==> src/rtl/mem_arbiter_mc.sv <==
// Two-port arbiter (core vs external loader) for the unified memory of the multi-cycle core.
// Optional macro ARB_FAIR_EN bounds consecutive ext grants while the core waits.
module mem_arbiter_mc #(
  parameter int ADDR_W     = 32,
  parameter int DATA_W     = 32,
  parameter int MEM_LAT    = 1,
  parameter int MAX_CONSEC = 4
) (
  input  logic              clk,
  input  logic              rst,
  input  logic              core_req,
  input  logic              core_we,
  input  logic [1:0]        core_size,
  input  logic [ADDR_W-1:0] core_addr,
  input  logic [DATA_W-1:0] core_wdata,
  output logic              core_ack,
  output logic              core_err,
  output logic [DATA_W-1:0] core_rdata,
  input  logic              ext_req,
  input  logic              ext_we,
  input  logic [1:0]        ext_size,
  input  logic [ADDR_W-1:0] ext_addr,
  input  logic [DATA_W-1:0] ext_wdata,
  output logic              ext_ack,
  output logic              ext_err,
  output logic [DATA_W-1:0] ext_rdata,
  output logic              mem_en,
  output logic              mem_we,
  output logic [1:0]        mem_size,
  output logic [ADDR_W-1:0] mem_addr,
  output logic [DATA_W-1:0] mem_wdata,
  input  logic [DATA_W-1:0] mem_rdata,
  output logic              busy,
  output logic              grant
);

  typedef enum logic [2:0] {
    ST_IDLE  = 3'd0,
    ST_ISSUE = 3'd1,
    ST_WAIT  = 3'd2,
    ST_RESP  = 3'd3,
    ST_ERR   = 3'd4
  } state_t;

  if (MEM_LAT < 1 || MEM_LAT > 15) begin : g_bad_lat
    $error("mem_arbiter_mc: MEM_LAT must be in 1..15");
  end
  if (MAX_CONSEC < 1) begin : g_bad_consec
    $error("mem_arbiter_mc: MAX_CONSEC must be at least 1");
  end

  // Size 11 is illegal; half and word accesses must be naturally aligned.
  function automatic logic access_bad(input logic [1:0] size, input logic [1:0] addr_lo);
    logic bad;
    case (size)
      2'b00:   bad = 1'b0;
      2'b01:   bad = addr_lo[0];
      2'b10:   bad = (addr_lo != 2'b00);
      default: bad = 1'b1;
    endcase
    return bad;
  endfunction

  state_t            state_r;
  logic [3:0]        lat_cnt_r;
  logic              any_req_s;
  logic              pick_ext_s;
  logic              core_forced_s;
  logic              sel_we_s;
  logic              sel_bad_s;
  logic [1:0]        sel_size_s;
  logic [ADDR_W-1:0] sel_addr_s;
  logic [DATA_W-1:0] sel_wdata_s;

  // Winner selection and request field mux, evaluated only when the FSM is in IDLE
  always_comb begin
    any_req_s  = core_req | ext_req;
    pick_ext_s = ext_req & ~core_forced_s;
    if (pick_ext_s) begin
      sel_we_s    = ext_we;
      sel_size_s  = ext_size;
      sel_addr_s  = ext_addr;
      sel_wdata_s = ext_wdata;
    end else begin
      sel_we_s    = core_we;
      sel_size_s  = core_size;
      sel_addr_s  = core_addr;
      sel_wdata_s = core_wdata;
    end
    sel_bad_s = access_bad(sel_size_s, sel_addr_s[1:0]);
  end

`ifdef ARB_FAIR_EN
  localparam int CONSEC_W = $clog2(MAX_CONSEC + 1);
  localparam logic [CONSEC_W-1:0] CONSEC_MAX = CONSEC_W'(MAX_CONSEC);

  logic [CONSEC_W-1:0] consec_ext_r;

  assign core_forced_s = core_req & (consec_ext_r == CONSEC_MAX);

  // Counts ext grants made while the core was left waiting; any core grant or uncontested ext grant clears it
  always_ff @(posedge clk) begin
    if (rst) begin
      consec_ext_r <= {CONSEC_W{1'b0}};
    end else if (state_r == ST_IDLE && any_req_s) begin
      if (!pick_ext_s || !core_req) begin
        consec_ext_r <= {CONSEC_W{1'b0}};
      end else if (consec_ext_r != CONSEC_MAX) begin
        consec_ext_r <= consec_ext_r + {{(CONSEC_W-1){1'b0}}, 1'b1};
      end else begin
        consec_ext_r <= consec_ext_r;
      end
    end else begin
      consec_ext_r <= consec_ext_r;
    end
  end
`else
  assign core_forced_s = 1'b0;
`endif

  // Transaction FSM; every output is a register updated on the state transition that produces it
  always_ff @(posedge clk) begin
    if (rst) begin
      state_r    <= ST_IDLE;
      lat_cnt_r  <= 4'd0;
      core_ack   <= 1'b0;
      core_err   <= 1'b0;
      core_rdata <= {DATA_W{1'b0}};
      ext_ack    <= 1'b0;
      ext_err    <= 1'b0;
      ext_rdata  <= {DATA_W{1'b0}};
      mem_en     <= 1'b0;
      mem_we     <= 1'b0;
      mem_size   <= 2'b00;
      mem_addr   <= {ADDR_W{1'b0}};
      mem_wdata  <= {DATA_W{1'b0}};
      busy       <= 1'b0;
      grant      <= 1'b0;
    end else begin
      case (state_r)
        ST_IDLE: begin
          if (any_req_s) begin
            grant <= pick_ext_s;
            busy  <= 1'b1;
            if (sel_bad_s) begin
              // Rejected accesses never reach the memory port
              state_r  <= ST_ERR;
              core_ack <= ~pick_ext_s;
              core_err <= ~pick_ext_s;
              ext_ack  <= pick_ext_s;
              ext_err  <= pick_ext_s;
            end else begin
              state_r   <= ST_ISSUE;
              mem_en    <= 1'b1;
              mem_we    <= sel_we_s;
              mem_size  <= sel_size_s;
              mem_addr  <= sel_addr_s;
              mem_wdata <= sel_wdata_s;
            end
          end
        end
        ST_ISSUE: begin
          mem_en <= 1'b0;
          if (mem_we) begin
            state_r  <= ST_RESP;
            core_ack <= ~grant;
            ext_ack  <= grant;
          end else begin
            state_r   <= ST_WAIT;
            lat_cnt_r <= 4'(MEM_LAT);
          end
        end
        ST_WAIT: begin
          lat_cnt_r <= lat_cnt_r - 4'd1;
          if (lat_cnt_r == 4'd1) begin
            state_r <= ST_RESP;
            if (grant) begin
              ext_rdata <= mem_rdata;
              ext_ack   <= 1'b1;
            end else begin
              core_rdata <= mem_rdata;
              core_ack   <= 1'b1;
            end
          end
        end
        ST_RESP, ST_ERR: begin
          state_r  <= ST_IDLE;
          core_ack <= 1'b0;
          core_err <= 1'b0;
          ext_ack  <= 1'b0;
          ext_err  <= 1'b0;
          busy     <= 1'b0;
        end
        default: begin
          state_r  <= ST_IDLE;
          core_ack <= 1'b0;
          core_err <= 1'b0;
          ext_ack  <= 1'b0;
          ext_err  <= 1'b0;
          mem_en   <= 1'b0;
          busy     <= 1'b0;
        end
      endcase
    end
  end

endmodule

==> config.mk <==
export PLATFORM = sky130hd
export DESIGN_NAME = mem_arbiter_mc
export DESIGN_NICKNAME = d
export VERILOG_FILES = /design/src/rtl/mem_arbiter_mc.sv
export SDC_FILE = /design/constraint.sdc
export NUM_CORES = 1
export LEC_CHECK = 0
export CORE_MARGIN = 2
export CORE_UTILIZATION = 44
export DETAILED_ROUTE_END_ITERATION = 10
export GPL_TIMING_DRIVEN = 0
export PLACE_DENSITY = 0.84
export SLEW_MARGIN = 20
export SYNTH_ARGS = -nofsm -noshare
export SYNTH_HDL_FRONTEND = slang
export SYNTH_SLANG_ARGS = --single-unit
==> constraint.sdc <==
create_clock -name clk -period 2.4 [get_ports clk]
set_input_delay 0.24 -clock clk [delete_from_list [all_inputs] [get_ports clk]]
set_output_delay 0.24 -clock clk [all_outputs]
set_load 0.03 [all_outputs]
# Word level (Yosys, flattened, before mapping)
# Index checks and enable logic that the tools add are counted.
[word_totals]
regBits = 145
[op_classes]
n_mux = 31
reduce_logical = 17
add_sub_neg = 1
n_bitwise = 6
eq_ne = 15
[ops]
columns = ["op", "n"]
rows = [
  ["$mux W32", 2],
  ["$ne A2 B2 Y1 const B", 8],
  ["$mux W1", 15],
  ["$reduce_and A3 Y1", 5],
  ["$reduce_and A5 Y1", 2],
  ["$mux W3", 3],
  ["$pmux W1 S3", 3],
  ["$pmux W3 S3", 1],
  ["$pmux W1 S2", 4],
  ["$pmux W4 S2", 1],
  ["$reduce_and A2 Y1", 4],
  ["$eq A3 B2 Y1 const B", 2],
  ["$not A1 Y1", 5],
  ["$eq A4 B1 Y1 const B", 1],
  ["$mux W4", 1],
  ["$reduce_bool A2 Y1", 2],
  ["$sub A4 B1 Y4 const B", 1],
  ["$eq A3 B1 Y1 const B", 1],
  ["$eq A3 B3 Y1 const B", 1],
  ["$logic_not A3 Y1", 1],
  ["$reduce_or A3 Y1", 1],
  ["$eq A2 B1 Y1 const B", 1],
  ["$eq A2 B2 Y1 const B", 1],
  ["$logic_not A2 Y1", 1],
  ["other kinds (3)", 3],
]

# Longest topological paths before layout
[logic_depth]
word_depth = 6
ltp_mapped = 8
ltp_nobuf = 6

# Least setup slack after synthesis
# Ideal clock, no wire load.
[synth_timing]
path_type = "flip-flop to flip-flop"
startpoint = "reg state_r[2]"
endpoint = "reg mem_addr[13]"
t_arrival_ps = 1531
path_stages_with_launch = 8
setup_slack_ps = 778
setup_ps = 91
required_ps = 2309
synth_period_minus_slack_ps = 1622
n_path_buf = 3
cell_sequence = "dfxtp_1 buf_2 or3_4 nor2_4 buf_6 buf_6 a31oi_1 a311oi_1"
[synth_between]
elab_chain_len = 2
[synth_rtl]
columns = ["item", "line_no", "source"]
rows = [
  ["start, declared", "64", "state_t state_r;"],
  ["start signal, assigned", "124", "state_r <= ST_IDLE;"],
  ["start signal, assigned", "147", "state_r <= ST_ERR;"],
  ["start signal, assigned", "153", "state_r <= ST_ISSUE;"],
  ["$logic_not A3 Y1", "140", "case (state_r)"],
  ["$reduce_and A3 Y1 (no source line)", "--", ""],
  ["end signal, assigned", "135", "mem_addr <= {ADDR_W{1'b0}};"],
  ["end signal, assigned", "157", "mem_addr <= sel_addr_s;"],
  ["end, declared", "30", "output logic [ADDR_W-1:0] mem_addr,"],
]
# Every way passes these cells.
# A chain may end at the register's enable or synchronous reset.

# Worst setup path after layout
[layout_timing]
startpoint = "reg state_r[0]"
endpoint = "reg grant"
[layout_between]
elab_chain_len = 2
[layout_rtl]
columns = ["item", "line_no", "source"]
rows = [
  ["$logic_not A3 Y1", "140", ""],
  ["$reduce_and A2 Y1 (no source line)", "--", ""],
  ["end signal, assigned", "143", "grant <= pick_ext_s;"],
  ["end, declared", "34", "output logic grant"],
]
# Every way passes these cells.

==> flow_summary.yaml <==
worst_setup_path:
  path_cells: "buf_2, nor3_2, clkbuf_1, nand2_1, a22oi_1, nor2_1"
  r2r_start: "state_r[0]$_SDFFE_PP0P_"
  worstSetupEndpointType: "register"
  cp-startpoint: "state_r[0]$_SDFFE_PP0P_"
  cpMaxStageDelayCell: "nor3_2"
  rr_worst_depth: 6
  worst_r2r_endpoint: "grant$_SDFFE_PP0P_"
  cp_max_fo: 10
  critPathRequiredTime_ns: 2.70
  critPathMaxStageDelay_ns: 0.60
  worst-setup-path-type: "reg2reg"
  crit_path_start_kind: "register"
  r2r_setup_slack_ns: 0.34
  arrival_ns: 2.35
finish:
  num_antenna_cells: 0
  nFillCells: 1064
  syn_to_final_growth_pct: 61.7
  drive_above_1_share_pct: 5.61
  fin_nets: 1211
sta:
  setup_viol: 0
  max_freq_mhz: 486
  hold_violations: 0
  finalMaxSlewViolations: 0
  period_needed_ns: 2.06
  setup_ws_ns: 0.344
  rsz0062_at_grt: "no"
  holdWs_ns: 0.392
  worst_pin_slew_ns: 0.872
  fin_crit_sh_pct: 85.7
  max_slew_margin_pct: 41.9
  clock_skew_ns: 0.00766
run:
  timing.max_cap.violations: 0
synthesis:
  ys_seq_elements: 145
  yosys.area.top_type: "dfxtp_1"
  netlist_top_cells_area: "dfxtp_1, mux2i_1, a311oi_1, nand2_1, a31oi_1"
  syn-cell-area_um2: 6310
  syn_avg_cell_area_um2: 8.85
  ys_seq_area_share_pct: 46.0
  ys.flop_type: "dfxtp_1"
  synth_warnings: 0
  synthArstFlopShare_pct: 0
  syn-num-nets: 885
  yosys-top-cells-count: "dfxtp_1, nand2_1, a21oi_1"
  synth_edf_count: 0
  netlist.area_leader.share_pct: 46.0
  yosysMostFrequentCell: "dfxtp_1"
  synthDistinctLibCells: 41
  syn_inst: 713
clock_network:
  clk_latency_ns: 0.43
  cts_made_buffers: 17
  clockBufferDepth: 2
  cts_tree: "yes"
  path_clk_slew_ns: 0.06
  hold_buffers: 0
  cts_setup_buffers: 0
  cts-root-buf: "clkbuf_16"
  cts.sinks: 145
  cts_resized: 0
  htree_levels: 4
pwr:
  finalPower_mw: 7.53
  cellPowerDensity_nw_per_um2: 737
  p_leak_nw: 3.64
  vdd_ir_drop_max_v: 0.000570
die:
  initial_core_util_pct: 45.3
  rows: 43
  fp.dieW_um: 124
  core-area_um2: 13900
  dieArea_um2: 15300
  die_h_um: 124
  io_pins: 308
routing:
  wl_um: 22700
  drt_iter0_markers: 474
  drtAntennaViolNets: 0
  vias_per_cell: 5.69
  drcViolationCount: 0
  route.vias.total: 7012
  wire_per_inst_um: 18.4
  firstDrtPassIters: 5
placed_design:
  port_buffers: 307
  place_congestion: 0.888
  dp_slack_ns: -0.0442
  hpwl_um: 17000
grt:
  grt_max_degree: 17
  antenna_found_initial: 0
  grt_pass1_vias: 6540
  grt_use_total_pct: 28.8
  grt_pass1_wl_um: 33800
  grt.overflow.total: 0
outcome:
  status: "finished clean"
hold_path:
  min-delay-start: "mem_rdata[1]"
  hold_path_class: "in2reg"
  hold_depth: 3
  hold_end: "core_rdata[1]$_SDFFE_PP0P_"
[how the worst max path moves through the flow]
stage	to	depth (start not counted)
after floorplan	mem_addr[13]$_SDFFE_PP0P_	7
after global placement	mem_wdata[0]$_SDFFE_PP0P_	5
after detailed placement	mem_addr[2]$_SDFFE_PP0P_	7
after CTS	grant$_SDFFE_PP0P_	6
after global routing	ext_rdata[15]$_SDFFE_PP0P_	7
final	grant$_SDFFE_PP0P_	6
[per-layer routing]
| metal | track usage, % | vias up | share of wire, % |
|---|---|---|---|
| met3 | 8.97 | 44 | 9.3 |
| met5 | 0 | - | 0 |
| li1 | - | 3302 | - |
| met2 | 51.4 | 348 | 51 |
| met4 | 11.3 | 0 | 3.0 |
| met1 | 31.7 | 3318 | 37 |
[sequential cells by signal, indices dropped and copies added (netlist names)]
signal	count
ext_rdata	32
mem_wdata	32
core_ack	1
core_rdata	32
mem_en	1
mem_we	1
mem_size	2
state_r	3
ext_ack	1
busy	1
ext_err	1
grant	1
core_err	1
mem_addr	32
lat_cnt_r	4
[stage by stage]
step	cell area, um2	utilization (%)	cells	TNS [ns]
final	10200	73.3	1232	0
after global placement	9610	69.0	1200	-0.0162
after CTS	10200	73.3	1232	0
after floorplan	6310	-	713	0
after detailed placement	9610	69.0	1200	-0.734
after global routing	10200	73.3	1232	0
[area by class of cell]
| type | instances | area [um2] | share of cell area (%) |
|---|---|---|---|
| multi-input cells | 482 | 3040 | 29.7 |
| clock buffers | 22 | 464 | 4.55 |
| plain buffers | 80 | 350 | 3.43 |
| inverters | 6 | 22.5 | 0.221 |
| clock inverters | 10 | 134 | 1.31 |
| well taps | 180 | 225 | 2.21 |
| flip-flops and latches | 145 | 2900 | 28.4 |
| repair buffers | 307 | 3070 | 30.1 |
[report_power, final]
| group | switching, mW | internal, mW |
|---|---|---|
| Sequential | 0.125 | 2.61 |
| Combinational | 1.16 | 0.916 |
| Clock | 1.03 | 1.68 |
[logic make-up (layout without fill, tap and decap cells)]
kind of cell,count (synthesis),count (layout),synth area share (%)
fa+ha+maj,2,2,0.396
buf+inv,86,425,5.91
compound gates,238,238,25.0
simple gates,176,176,12.2
flops,145,145,46.0
mux,66,66,10.5
[critical path: cells and delay by family, from the launching register on]
kind / cells / cell delay [ns]
simple gates: 3 / 0.75
buf+inv: 2 / 0.65
flops: 1 / 0.37
compound gates: 1 / 0.16
[cells in the final DEF, fill, tap and decap left out, types with 3 or more instances in the layout]
cell type	netlist	routed
a211oi_1	3	3
a21oi_1	78	78
a311oi_1	66	66
a31oi_1	69	69
buf_1	7	7
buf_2	22	22
buf_6	3	3
bufinv_16	0	3
clkbuf_1	48	51
clkbuf_16	0	17
clkdlybuf4s50_1	0	307
clkinv_2	0	4
dfxtp_1	145	145
inv_1	6	6
mux2i_1	66	66
nand2_1	132	132
nand2b_1	5	5
nand3_1	5	5
nor2_1	11	11
nor2b_1	3	3
nor3_1	4	4
o21ai_0	9	9
o221ai_1	3	3
Note: power is estimated with default switching activity, not from simulation.
